===== config.mk =====
export PLATFORM = sky130hd
export DESIGN_NAME = spi_rx_deserializer
export DESIGN_NICKNAME = d
export VERILOG_FILES = /design/src/rtl/spi_rx_deserializer.sv
export SDC_FILE = /design/constraint.sdc
export NUM_CORES = 1
export LEC_CHECK = 0
export BUFFER_PORTS_ARGS = -buffer_cell sky130_fd_sc_hd__buf_2
export CAP_MARGIN = 5
export CORE_MARGIN = 2
export CORE_UTILIZATION = 30
export CTS_CLUSTER_DIAMETER = 50
export CTS_CLUSTER_SIZE = 8
export DETAILED_ROUTE_END_ITERATION = 16
export GPL_ROUTABILITY_DRIVEN = 0
export PLACE_DENSITY = 0.57
export SKIP_LAST_GASP = 1
export SLEW_MARGIN = 15
export SYNTH_ARGS = -nofsm -noshare
export SYNTH_HDL_FRONTEND = slang
export SYNTH_SLANG_ARGS = --single-unit

===== constraint.sdc =====
create_clock -name sclk -period 1.65 [get_ports sclk]
set_input_delay 0.33 -clock sclk [delete_from_list [all_inputs] [get_ports sclk]]
set_output_delay 0.33 -clock sclk [all_outputs]
set_load 0.02 [all_outputs]

===== src/rtl/spi_rx_deserializer.sv =====
// SPI mode-0 receive deserializer: synchronizes the asynchronous SPI pins into
// the sclk domain, assembles MSB-first words and offers them on a valid/ready port.
module spi_rx_deserializer #(
  parameter int WORD_BITS   = 9,
  parameter int SYNC_STAGES = 2
) (
  input  logic                 sclk,
  input  logic                 reset,
  input  logic                 spi_sck,
  input  logic                 spi_mosi,
  input  logic                 spi_cs_n,
  output logic [WORD_BITS-1:0] Data,
  output logic                 i_SPI_valid,
  input  logic                 o_SPI_ready,
  output logic                 overrun,
  output logic                 frame_err
);

  localparam int CNT_W = $clog2(WORD_BITS + 1);
  localparam logic [CNT_W-1:0] LAST_BIT = CNT_W'(WORD_BITS - 1);

  localparam logic [1:0] S_IDLE  = 2'd0;
  localparam logic [1:0] S_SHIFT = 2'd1;
  localparam logic [1:0] S_HOLD  = 2'd2;

  logic [SYNC_STAGES-1:0] r_sck_sync;
  logic [SYNC_STAGES-1:0] r_mosi_sync;
  logic [SYNC_STAGES-1:0] r_cs_sync;
  logic                   r_sck_prev;

  logic [1:0]             r_state;
  logic [CNT_W-1:0]       r_cnt;
  logic [WORD_BITS-2:0]   r_shift;
  logic [WORD_BITS-1:0]   r_data;
  logic                   r_valid;
  logic                   r_overrun;
  logic                   r_frame_err;

  logic                   w_sck;
  logic                   w_mosi;
  logic                   w_cs_n;
  logic                   w_edge;
  logic [WORD_BITS-1:0]   w_word;
  logic                   w_xfer;
  logic                   w_done;
  logic                   w_load;

  // Synchronizers reset to 1 so an idle-low sck never looks like a rising edge.
  always_ff @(posedge sclk) begin
    if (reset) begin
      r_sck_sync  <= '1;
      r_mosi_sync <= '1;
      r_cs_sync   <= '1;
      r_sck_prev  <= 1'b1;
    end else begin
      r_sck_sync  <= {r_sck_sync[SYNC_STAGES-2:0], spi_sck};
      r_mosi_sync <= {r_mosi_sync[SYNC_STAGES-2:0], spi_mosi};
      r_cs_sync   <= {r_cs_sync[SYNC_STAGES-2:0], spi_cs_n};
      r_sck_prev  <= w_sck;
    end
  end

  assign w_sck  = r_sck_sync[SYNC_STAGES-1];
  assign w_mosi = r_mosi_sync[SYNC_STAGES-1];
  assign w_cs_n = r_cs_sync[SYNC_STAGES-1];
  assign w_edge = w_sck & ~r_sck_prev;

  assign w_word = {r_shift, w_mosi};
  assign w_xfer = r_valid & o_SPI_ready;
  assign w_done = (r_state == S_SHIFT) && !w_cs_n && w_edge && (r_cnt == LAST_BIT);
  // A completed word may take the output slot if it is empty or draining this cycle.
  assign w_load = w_done && (!r_valid || w_xfer);

  always_ff @(posedge sclk) begin
    if (reset) begin
      r_state <= S_IDLE;
      r_cnt   <= '0;
      r_shift <= '0;
    end else begin
      case (r_state)
        S_IDLE: begin
          r_cnt <= '0;
          if (!w_cs_n) r_state <= S_SHIFT;
        end
        S_SHIFT: begin
          if (w_cs_n) begin
            r_cnt   <= '0;
            r_shift <= '0;
            r_state <= (r_valid && !w_xfer) ? S_HOLD : S_IDLE;
          end else if (w_edge) begin
            r_shift <= w_word[WORD_BITS-2:0];
            r_cnt   <= (r_cnt == LAST_BIT) ? '0 : r_cnt + 1'b1;
          end
        end
        S_HOLD: begin
          if (!w_cs_n)     r_state <= S_SHIFT;
          else if (w_xfer) r_state <= S_IDLE;
        end
        default: r_state <= S_IDLE;
      endcase
    end
  end

  // Output slot and sticky status flags; a dropped word never disturbs the held one.
  always_ff @(posedge sclk) begin
    if (reset) begin
      r_data      <= '0;
      r_valid     <= 1'b0;
      r_overrun   <= 1'b0;
      r_frame_err <= 1'b0;
    end else begin
      if (w_load) begin
        r_data  <= w_word;
        r_valid <= 1'b1;
      end else if (w_xfer) begin
        r_valid <= 1'b0;
      end
      if (w_done && !w_load) r_overrun <= 1'b1;
      if ((r_state == S_SHIFT) && w_cs_n && (r_cnt != '0)) r_frame_err <= 1'b1;
    end
  end

  assign Data        = r_data;
  assign i_SPI_valid = r_valid;
  assign overrun     = r_overrun;
  assign frame_err   = r_frame_err;

endmodule


==> flow_metrics.py, run 1 <==
metrics = {
    "run_status": {
        "status": "complete, no violations",
    },
    "clock_tree": {
        "numCtsBuffers": 5,
        "h-tree-depth": 2,
        "path_clk_slew_ns": 0.06,
        "cts_hold_buf": 0,
        "clk_latency_ns": 0.28,
        "cts_tree": "yes",
        "clock_sinks": 33,
        "clk_path_buf_depth": 2,
        "clock_tree.root_cell": "clkbuf_8",
    },
    "pwr": {
        "p_leak_nw": 0.632,
        "power_per_cell_area_nw_per_um2": 1080,
        "peakVddDrop_uv": 875,
    },
    "synthesis": {
        "netlist_area_um2": 1230,
        "ys_seq_area_share_pct": 53.5,
        "synth_area_leaders": "dfxtp_1 (54%), mux2i_1 (7.3%), nor2_1 (6.4%)",
        "syn_area_per_cell_um2": 9.87,
        "synthCells": 125,
        "yosys.area.top_type": "dfxtp_1",
        "synth_fp_nets": 133,
        "yosysTopAreaCellShare_pct": 53.5,
        "yosysUniqueCellTypes": 28,
        "ys_seq_elements": 33,
        "ys_warn_count": 0,
    },
    "sta": {
        "setup_viol": 0,
        "clock.fmax_mhz": 625,
        "finalWorstSetupSlack_ns": 0.0494,
        "finalMaxSlewViolations": 0,
        "relSlewSlack_pct": 64.3,
        "period_minus_slack_ns": 1.60,
        "fin_skew_ns": 0.00521,
        "post-route-period-util_pct": 97.0,
        "worst_slew_pin_slew_ns": 0.531,
        "tns_ns": 0,
        "finalHoldViolations": 0,
    },
    "setup_path": {
        "critPathKind": "register to register",
        "crit_arrival_ns": 1.81,
        "cp_top_family": "simple AND/OR/NAND/NOR gates",
        "required_ns": 1.86,
        "cp_num_buf_inv": 1,
        "worstSetupStartpointType": "register",
        "cp_slowest_cell": "or4_1",
        "worstPathCellList": "or3b_4, buf_4, or4_1, a31oi_1",
        "slowest_delay_ns": 0.47,
        "critPathMaxFanout": 5,
        "cp-end-kind": "register",
    },
    "grt": {
        "grt.total_usage_pct": 11.8,
        "grt_pass1_wl_mm": 3.99,
        "antenna_found_initial": 0,
        "grt_max_degree": 34,
        "grt_pass1_vias": 923,
        "grt-ovfl-total": 0,
    },
    "placed_design": {
        "place_area_um2": 1410,
        "place_worst_setup_slack_ns": 0.0297,
        "numPortBuffers": 17,
        "hpwlAfterDp_mm": 1.61,
    },
    "drt": {
        "vias": 968,
        "wl_mm": 2.41,
        "wl_per_cell_um": 11.8,
        "ant_nets": 0,
        "drtIter0Drc": 24,
        "dr.pass1.iters": 4,
        "vias_per_cell": 4.72,
        "drc": 0,
    },
    "final_layout": {
        "antennaDiodeCount": 0,
        "finish.instance_area_um2": 1610,
        "area_delta_synth_final_pct": 30.1,
        "drive_gt1_share_pct": 32.9,
        "final_cell_mix": "dfxtp_1 (30), nor2_1 (21), buf_2 (17)",
        "final_common_cell": "dfxtp_1",
        "nNetsFinal": 162,
    },
    "floorplan": {
        "start_util_pct": 31.1,
        "core_um2": 3970,
        "die-area_um2": 4640,
        "fp.dieW_um": 68.1,
        "ios": 18,
        "die-height_um": 68.1,
        "row_count": 23,
    },
    "job": {
        "drv_cap": 0,
    },
    "worst_hold_path": {
        "hp-class": "primary input to register",
    },
}
## stage by stage
step / cells / power [mW] / hold WS, ns / util [%]
final: 205 / 1.73 / 0.227 / 40.4
after global routing: 205 / 1.80 / 0.211 / 40.4
after CTS: 201 / 1.76 / 0.212 / 38.9
after detailed placement: 193 / 0.859 / 0.392 / 35.5
after global placement: 193 / 0.858 / 0.393 / 35.5
after floorplan: 125 / 0.846 / 0.389 / -
## area by class of cell
| class | instances | area (um2) |
|---|---|---|
| Inverter | 4 | 15.0 |
| Sequential cell | 33 | 664 |
| Tap cell | 50 | 62.6 |
| Fill cell | 404 | 2370 |
| Clock buffer | 5 | 68.8 |
| Timing Repair Buffer | 27 | 190 |
| Multi-Input combinational cell | 83 | 539 |
| Clock inverter | 3 | 65.1 |
## synthesized netlist by cell type (all sizes together)
library cell   n
a22oi          8
a31oi          3
a21oi          6
nand2b         2
or4            1
clkbuf         3
nor2b          5
a21o           1
nor2          22
ha             2
nor4           1
or2            7
mux2i          9
inv            4
dfxtp         33
or3b           1
nand4b         1
nand2          3
a41oi          1
nand3b         1
a211oi         2
nor3b          1
nand3          4
o21ai          2
buf            2
## sequential cells by signal, indices dropped and copies added, names as in the netlist, 2 cells and up
name,flops
r_cnt,4
r_mosi_sync,2
r_sck_sync,2
r_shift,8
r_cs_sync,2
r_state,2
Data,9
## power by group
group | internal (mW) | switching [mW] | total (mW)
Clock | 0.600 | 0.288 | 0.888
Sequential | 0.805 | 0.00267 | 0.807
Combinational | 0.0140 | 0.0193 | 0.0333
## kinds of logic after synthesis
group | Yosys count | share of synthesized area [%]
simple gates | 49 | 21.5
buf+inv | 9 | 3.45
mux | 9 | 7.30
fa+ha+maj | 2 | 2.03
compound gates | 23 | 12.2
flops | 33 | 53.5
## routing by layer
metal,routed length [um],vias up,global-route usage (%)
li1,-,492,-
met1,1100,448,12.8
met2,1120,22,19.3
met3,138,6,5.92
met4,45,0,5.25
met5,0,-,0
## worst register-to-register path: stages (launching register included)
cell and delay (ns):
dfxtp_1 0.32, or3b_4 0.41, buf_4 0.16, or4_1 0.47, a31oi_1 0.17
## what timing repair did
item | 4_1_cts | 5_1_grt
endpoints found under the hold margin | 0 | 0
endpoints found under the setup margin | 0 | 5
setup buffers | 0 | 3
resized for setup | 0 | 7
## worst paths after layout
path	start	end	slack (ns)	cells after the start
setup / recovery	r_state[1]	r_cnt[3]	0.05	4
hold / removal	spi_mosi	r_mosi_sync[0]	0.23	2
setup reg to reg	r_state[1]	r_cnt[3]	0.05	4
hold reg to reg	r_mosi_sync[0]	r_mosi_sync[1]	0.40	1
(Power assumes the default switching activity.)
==> run 2: changes to the inputs <==
- CORE_UTILIZATION: 30 -> 45
- PLACE_DENSITY: 0.57 -> 0.68
- SLEW_MARGIN: 15 -> 20
==> run 2 against run 1 <==
Compared with the run above:
- highest routed layer unchanged
- sequential power about the same
- maximum frequency grew 1.6%
- flip-flop and latch count unchanged
- clock skew rose by 0.0076 ns
==> flow_metrics.py, run 2 (synthesized netlist as in run 1, its figures left out) <==
metrics = {
    "run_status": {
        "status": "complete, no violations",
    },
    "job": {
        "drv_cap": 0,
    },
    "drt": {
        "vias_per_cell": 5.28,
        "route.met3.wl_um": 125,
        "wl_met1_mm": 1.06,
        "wl_per_cell_um": 12.8,
        "highest_layer": "met4",
        "dr.pass1.iters": 4,
        "met2_length_mm": 1.09,
        "ant_nets": 0,
        "drtIter0Drc": 29,
        "drc": 0,
        "wl_mm": 2.32,
        "vias": 955,
    },
    "sta": {
        "relSlewSlack_pct": 62.0,
        "period_minus_slack_ns": 1.58,
        "clock.fmax_mhz": 635,
        "post-route-period-util_pct": 95.5,
        "grt_setup_unrepaired": "true",
        "worst_slew_pin_slew_ns": 0.566,
        "finalHoldViolations": 0,
        "whs_ns": 0.177,
        "fin_skew_ns": 0.0129,
        "finalMaxSlewViolations": 0,
        "setup_viol": 0,
    },
    "final_layout": {
        "multiInputGateArea_um2": 533,
        "fillCellCount": 216,
        "area_delta_synth_final_pct": 16.8,
        "nNetsFinal": 158,
        "drive_gt1_share_pct": 25.8,
        "final_cell_mix": "dfxtp_1 (33), nor2_1 (21), buf_2 (17), mux2i_1 (9), a22oi_1 (8)",
        "antennaDiodeCount": 0,
        "finish.utilization_pct": 56.6,
        "largest_reg_flops": 9,
        "regArea_um2": 661,
        "final_common_cell": "dfxtp_1",
    },
    "clock_tree": {
        "clock_sinks": 33,
        "cts_tree": "yes",
        "h-tree-depth": 2,
        "cts_hold_buf": 0,
        "path_clk_slew_ns": 0.09,
        "clock_tree.root_cell": "clkbuf_4",
        "cts_resized": 0,
        "post_cts_buffers": 0,
        "clk_latency_ns": 0.34,
        "clk_path_buf_depth": 2,
        "numCtsBuffers": 5,
    },
    "setup_path": {
        "cp-end-kind": "register",
        "critPathMaxFanout": 9,
        "crit_arrival_ns": 1.78,
        "worstSetupStartpointType": "register",
        "reg2reg_slack_ns": 0.07,
        "required_ns": 1.85,
        "critPathKind": "register to register",
    },
    "floorplan": {
        "row_count": 18,
        "die-area_um2": 3180,
        "fp.dieW_um": 56.4,
        "core_um2": 2540,
        "start_util_pct": 48.5,
        "die-height_um": 56.4,
        "ios": 18,
    },
    "worst_hold_path": {
        "hp-class": "primary input to register",
    },
    "placed_design": {
        "hpwlAfterDp_mm": 1.61,
        "numPortBuffers": 17,
    },
    "pwr": {
        "pwr-share-clk_pct": 34.3,
        "p_switching_mw": 0.295,
        "p_int_mw": 0.986,
        "peakVddDrop_uv": 615,
        "seqPwrFrac_pct": 63.1,
        "p_leak_nw": 0.561,
        "power_per_cell_area_nw_per_um2": 888,
        "p_comb_share_pct": 2.6,
        "switching_share_pct": 23.0,
    },
    "grt": {
        "grt.total_usage_pct": 16.3,
        "grt_max_degree": 34,
        "antenna_found_initial": 0,
        "grt-ovfl-total": 0,
        "grt_pass1_wl_mm": 3.91,
        "grt_pass1_vias": 914,
    },
}
==> run 2: metal layers <==
layer  GRT usage [%]  up-vias
met5               0        -
met4            7.48        0
met3            7.37        7
met2            25.2       17
met1            19.4      451
li1                -      480
==> run 2: critical path, stage by stage, from the launching register on <==
cell	delay, ns
dfxtp_1	0.34
or3b_4	0.41
nor4_4	0.28
buf_12	0.18
mux2i_1	0.19
nor2_1	0.05
==> run 2: power by group through the flow <==
stage | registers, mW | clock network (mW) | logic [mW]
final | 0.808 | 0.439 | 0.0336
after global routing | 0.809 | 0.496 | 0.0373
after CTS | 0.808 | 0.457 | 0.0338
after detailed placement | 0.826 | 0 | 0.0337
after global placement | 0.825 | 0 | 0.0327
after floorplan | 0.826 | 0 | 0.0203
==> run 2: worst paths after layout <==
kind              cells past startpoint           end    startpoint
hold / removal                        2  r_cs_sync[0]      spi_cs_n
setup reg to reg                      5       Data[0]  r_cs_sync[1]
setup / recovery                      5       Data[0]  r_cs_sync[1]
hold reg to reg                       1  r_cs_sync[1]  r_cs_sync[0]
==> run 2: area by class of cell <==
class                      count  share of cell area (%)
clock inverter                 1                   0.521
multi-input combinational     83                    37.0
tap                           30                    2.60
sequential                    33                    45.8
inverter                       4                    1.04
timing repair buffer          23                    9.90
clock buffer                   7                    3.13
==> run 2: per-stage QoR <==
stage,cells,cell area (um2),power [mW],setup slack (ns),TNS [ns]
after floorplan,125,1230,0.846,0.0754,0
after global placement,173,1390,0.858,0.0760,0
after detailed placement,173,1390,0.860,0.0292,0
after CTS,181,1440,1.30,0.0138,0
after global routing,181,1440,1.34,-0.0140,-0.0250
final,181,1440,1.28,0.0748,0
==> run 3: changes to the inputs <==
- CTS_BUF_LIST: default -> sky130_fd_sc_hd__clkbuf_8
==> run 3 against run 2 <==
Compared with the run above:
- first-iteration DRC count is 17% higher
- largest cell class unchanged
- sequential power hardly changed
- non-clock buffer count stayed put
- count of clock-buffer cells in the layout is 2 lower
- via count is 0.42% higher
- hold slack better by 0.050 ns
- critical endpoint unchanged
- global-route usage is 0.53 points higher
==> flow_metrics.py, run 3 (synthesized netlist as in run 1, its figures left out) <==
metrics = {
    "run_status": {
        "status": "complete, no violations",
    },
    "sta": {
        "finalHoldViolations": 0,
        "relSlewSlack_pct": 61.5,
        "setup_viol": 0,
        "grt_setup_unrepaired": "true",
        "period_minus_slack_ns": 1.61,
        "fin_skew_ns": 0.00672,
        "finalMaxSlewViolations": 0,
        "worst_slew_pin_slew_ns": 0.574,
        "post-route-period-util_pct": 97.5,
        "clock.fmax_mhz": 622,
    },
    "setup_path": {
        "required_ns": 1.80,
        "rr_worst_depth": 5,
        "critPathKind": "register to register",
        "cp_slowest_cell": "or3b_4",
        "worstPathCellList": "or3b_4, nor4_4, buf_12, mux2i_1, nor2_1",
        "cp_num_buf_inv": 1,
        "reg2reg_to": "Data[0]",
        "slowest_delay_ns": 0.43,
        "cp_num_cells": 5,
        "timing.rr.start": "r_state[0]",
        "worstSetupStartpointType": "register",
        "reg2reg_slack_ns": 0.04,
        "cp_top_family": "simple AND/OR/NAND/NOR gates",
        "cp-end-kind": "register",
        "crit_arrival_ns": 1.76,
        "critPathMaxFanout": 9,
    },
    "pwr": {
        "power_per_cell_area_nw_per_um2": 959,
        "power.total_mw": 1.41,
        "p_leak_nw": 0.583,
        "peakVddDrop_uv": 781,
    },
    "grt": {
        "grt.total_usage_pct": 16.9,
        "antenna_found_initial": 0,
        "grt_pass1_vias": 904,
        "grt-ovfl-total": 0,
        "grt_pass1_wl_mm": 4.02,
        "grt_max_degree": 34,
    },
    "worst_hold_path": {
        "hold_end": "r_cs_sync[0]",
        "hp-class": "primary input to register",
        "whs_path_depth": 2,
        "hold_start": "spi_cs_n",
    },
    "clock_tree": {
        "clock_sinks": 33,
        "clk_path_buf_depth": 2,
        "cts_tree": "yes",
        "h-tree-depth": 2,
        "numCtsBuffers": 5,
        "path_clk_slew_ns": 0.06,
        "cts_hold_buf": 0,
        "clk_latency_ns": 0.29,
        "clock_tree.root_cell": "clkbuf_8",
    },
    "drt": {
        "ant_nets": 0,
        "wl_mm": 2.40,
        "vias_per_cell": 5.30,
        "dr.pass1.iters": 4,
        "drtIter0Drc": 34,
        "wl_per_cell_um": 13.3,
        "drc": 0,
        "vias": 959,
    },
    "floorplan": {
        "core_um2": 2540,
        "row_count": 18,
        "die-height_um": 56.4,
        "start_util_pct": 48.5,
        "ios": 18,
        "fp.dieW_um": 56.4,
        "die-area_um2": 3180,
    },
    "final_layout": {
        "nNetsFinal": 158,
        "final_common_cell": "dfxtp_1",
        "largest_reg_flops": 9,
        "area_delta_synth_final_pct": 19.4,
        "antennaDiodeCount": 0,
        "final_cell_mix": "dfxtp_1 (33), nor2_1 (21), buf_2 (17), mux2i_1 (9), a22oi_1 (8)",
        "drive_gt1_share_pct": 25.8,
        "fin_cells": 181,
    },
    "job": {
        "drv_cap": 0,
    },
    "placed_design": {
        "numPortBuffers": 17,
        "hpwlAfterDp_mm": 1.61,
        "dp_cells": 173,
    },
}
==> run 3: cell types whose count changed in the layout (fill, tap and decap cells not counted), sizes merged <==
cell,change
inv,+2
clkbuf,-2
==> run 3: routing by layer <==
| layer | global-route usage [%] | wire length [um] |
|---|---|---|
| met5 | 0 | 0 |
| met4 | 7.48 | 43 |
| met3 | 7.37 | 139 |
| met2 | 25.7 | 1130 |
| met1 | 20.6 | 1090 |
==> run 3: worst max-delay path by stage <==
stage,slack [ns],endpoint,from
after floorplan,0.08,Data[0],r_state[1]
after global placement,0.08,Data[6],r_state[1]
after detailed placement,0.03,Data[0],r_state[0]
after CTS,0.03,Data[0],r_state[0]
after global routing,-0.03,Data[0],r_state[0]
final,0.04,Data[0],r_state[0]
==> run 3: metrics by stage <==
stage,instance area [um2],util [%],setup TNS [ns],hold WS [ns],setup slack [ns]
2_1_floorplan,1230,-,0,0.389,0.0754
3_3_place_gp,1390,54.5,0,0.392,0.0760
3_5_place_dp,1390,54.5,0,0.404,0.0292
4_1_cts,1470,57.9,0,0.219,0.0348
5_1_grt,1470,57.9,-0.0830,0.217,-0.0294
6_report,1470,57.9,0,0.227,0.0415
==> run 3: where the power goes <==
group	switching (mW)	leakage (nW)	internal (mW)
clock network	0.285	0.0467	0.285
registers	0.00369	0.267	0.805
logic	0.0200	0.268	0.0139
total	0.308	0.583	1.10
==> run 3: area by class of cell <==
cell class	count	area (um2)
clock buffer	5	68.8
tap	30	37.5
multi-input combinational	83	533
sequential	33	661
fill	214	1070
timing repair buffer	23	143
inverter	4	15.0
clock inverter	3	15.0
==> run 3: what timing repair did <==
item                                    in CTS  in global routing
endpoints found under the setup margin       2                  5
gates resized for setup                      1                  0
pin swaps                                    0                  0
buffers inserted                             0                  0
==> run 3: worst reg2reg max path, stage by stage (launching register included) <==
cell	delay, ns
dfxtp_1	0.35
or3b_4	0.43
nor4_4	0.28
buf_12	0.18
mux2i_1	0.19
nor2_1	0.06
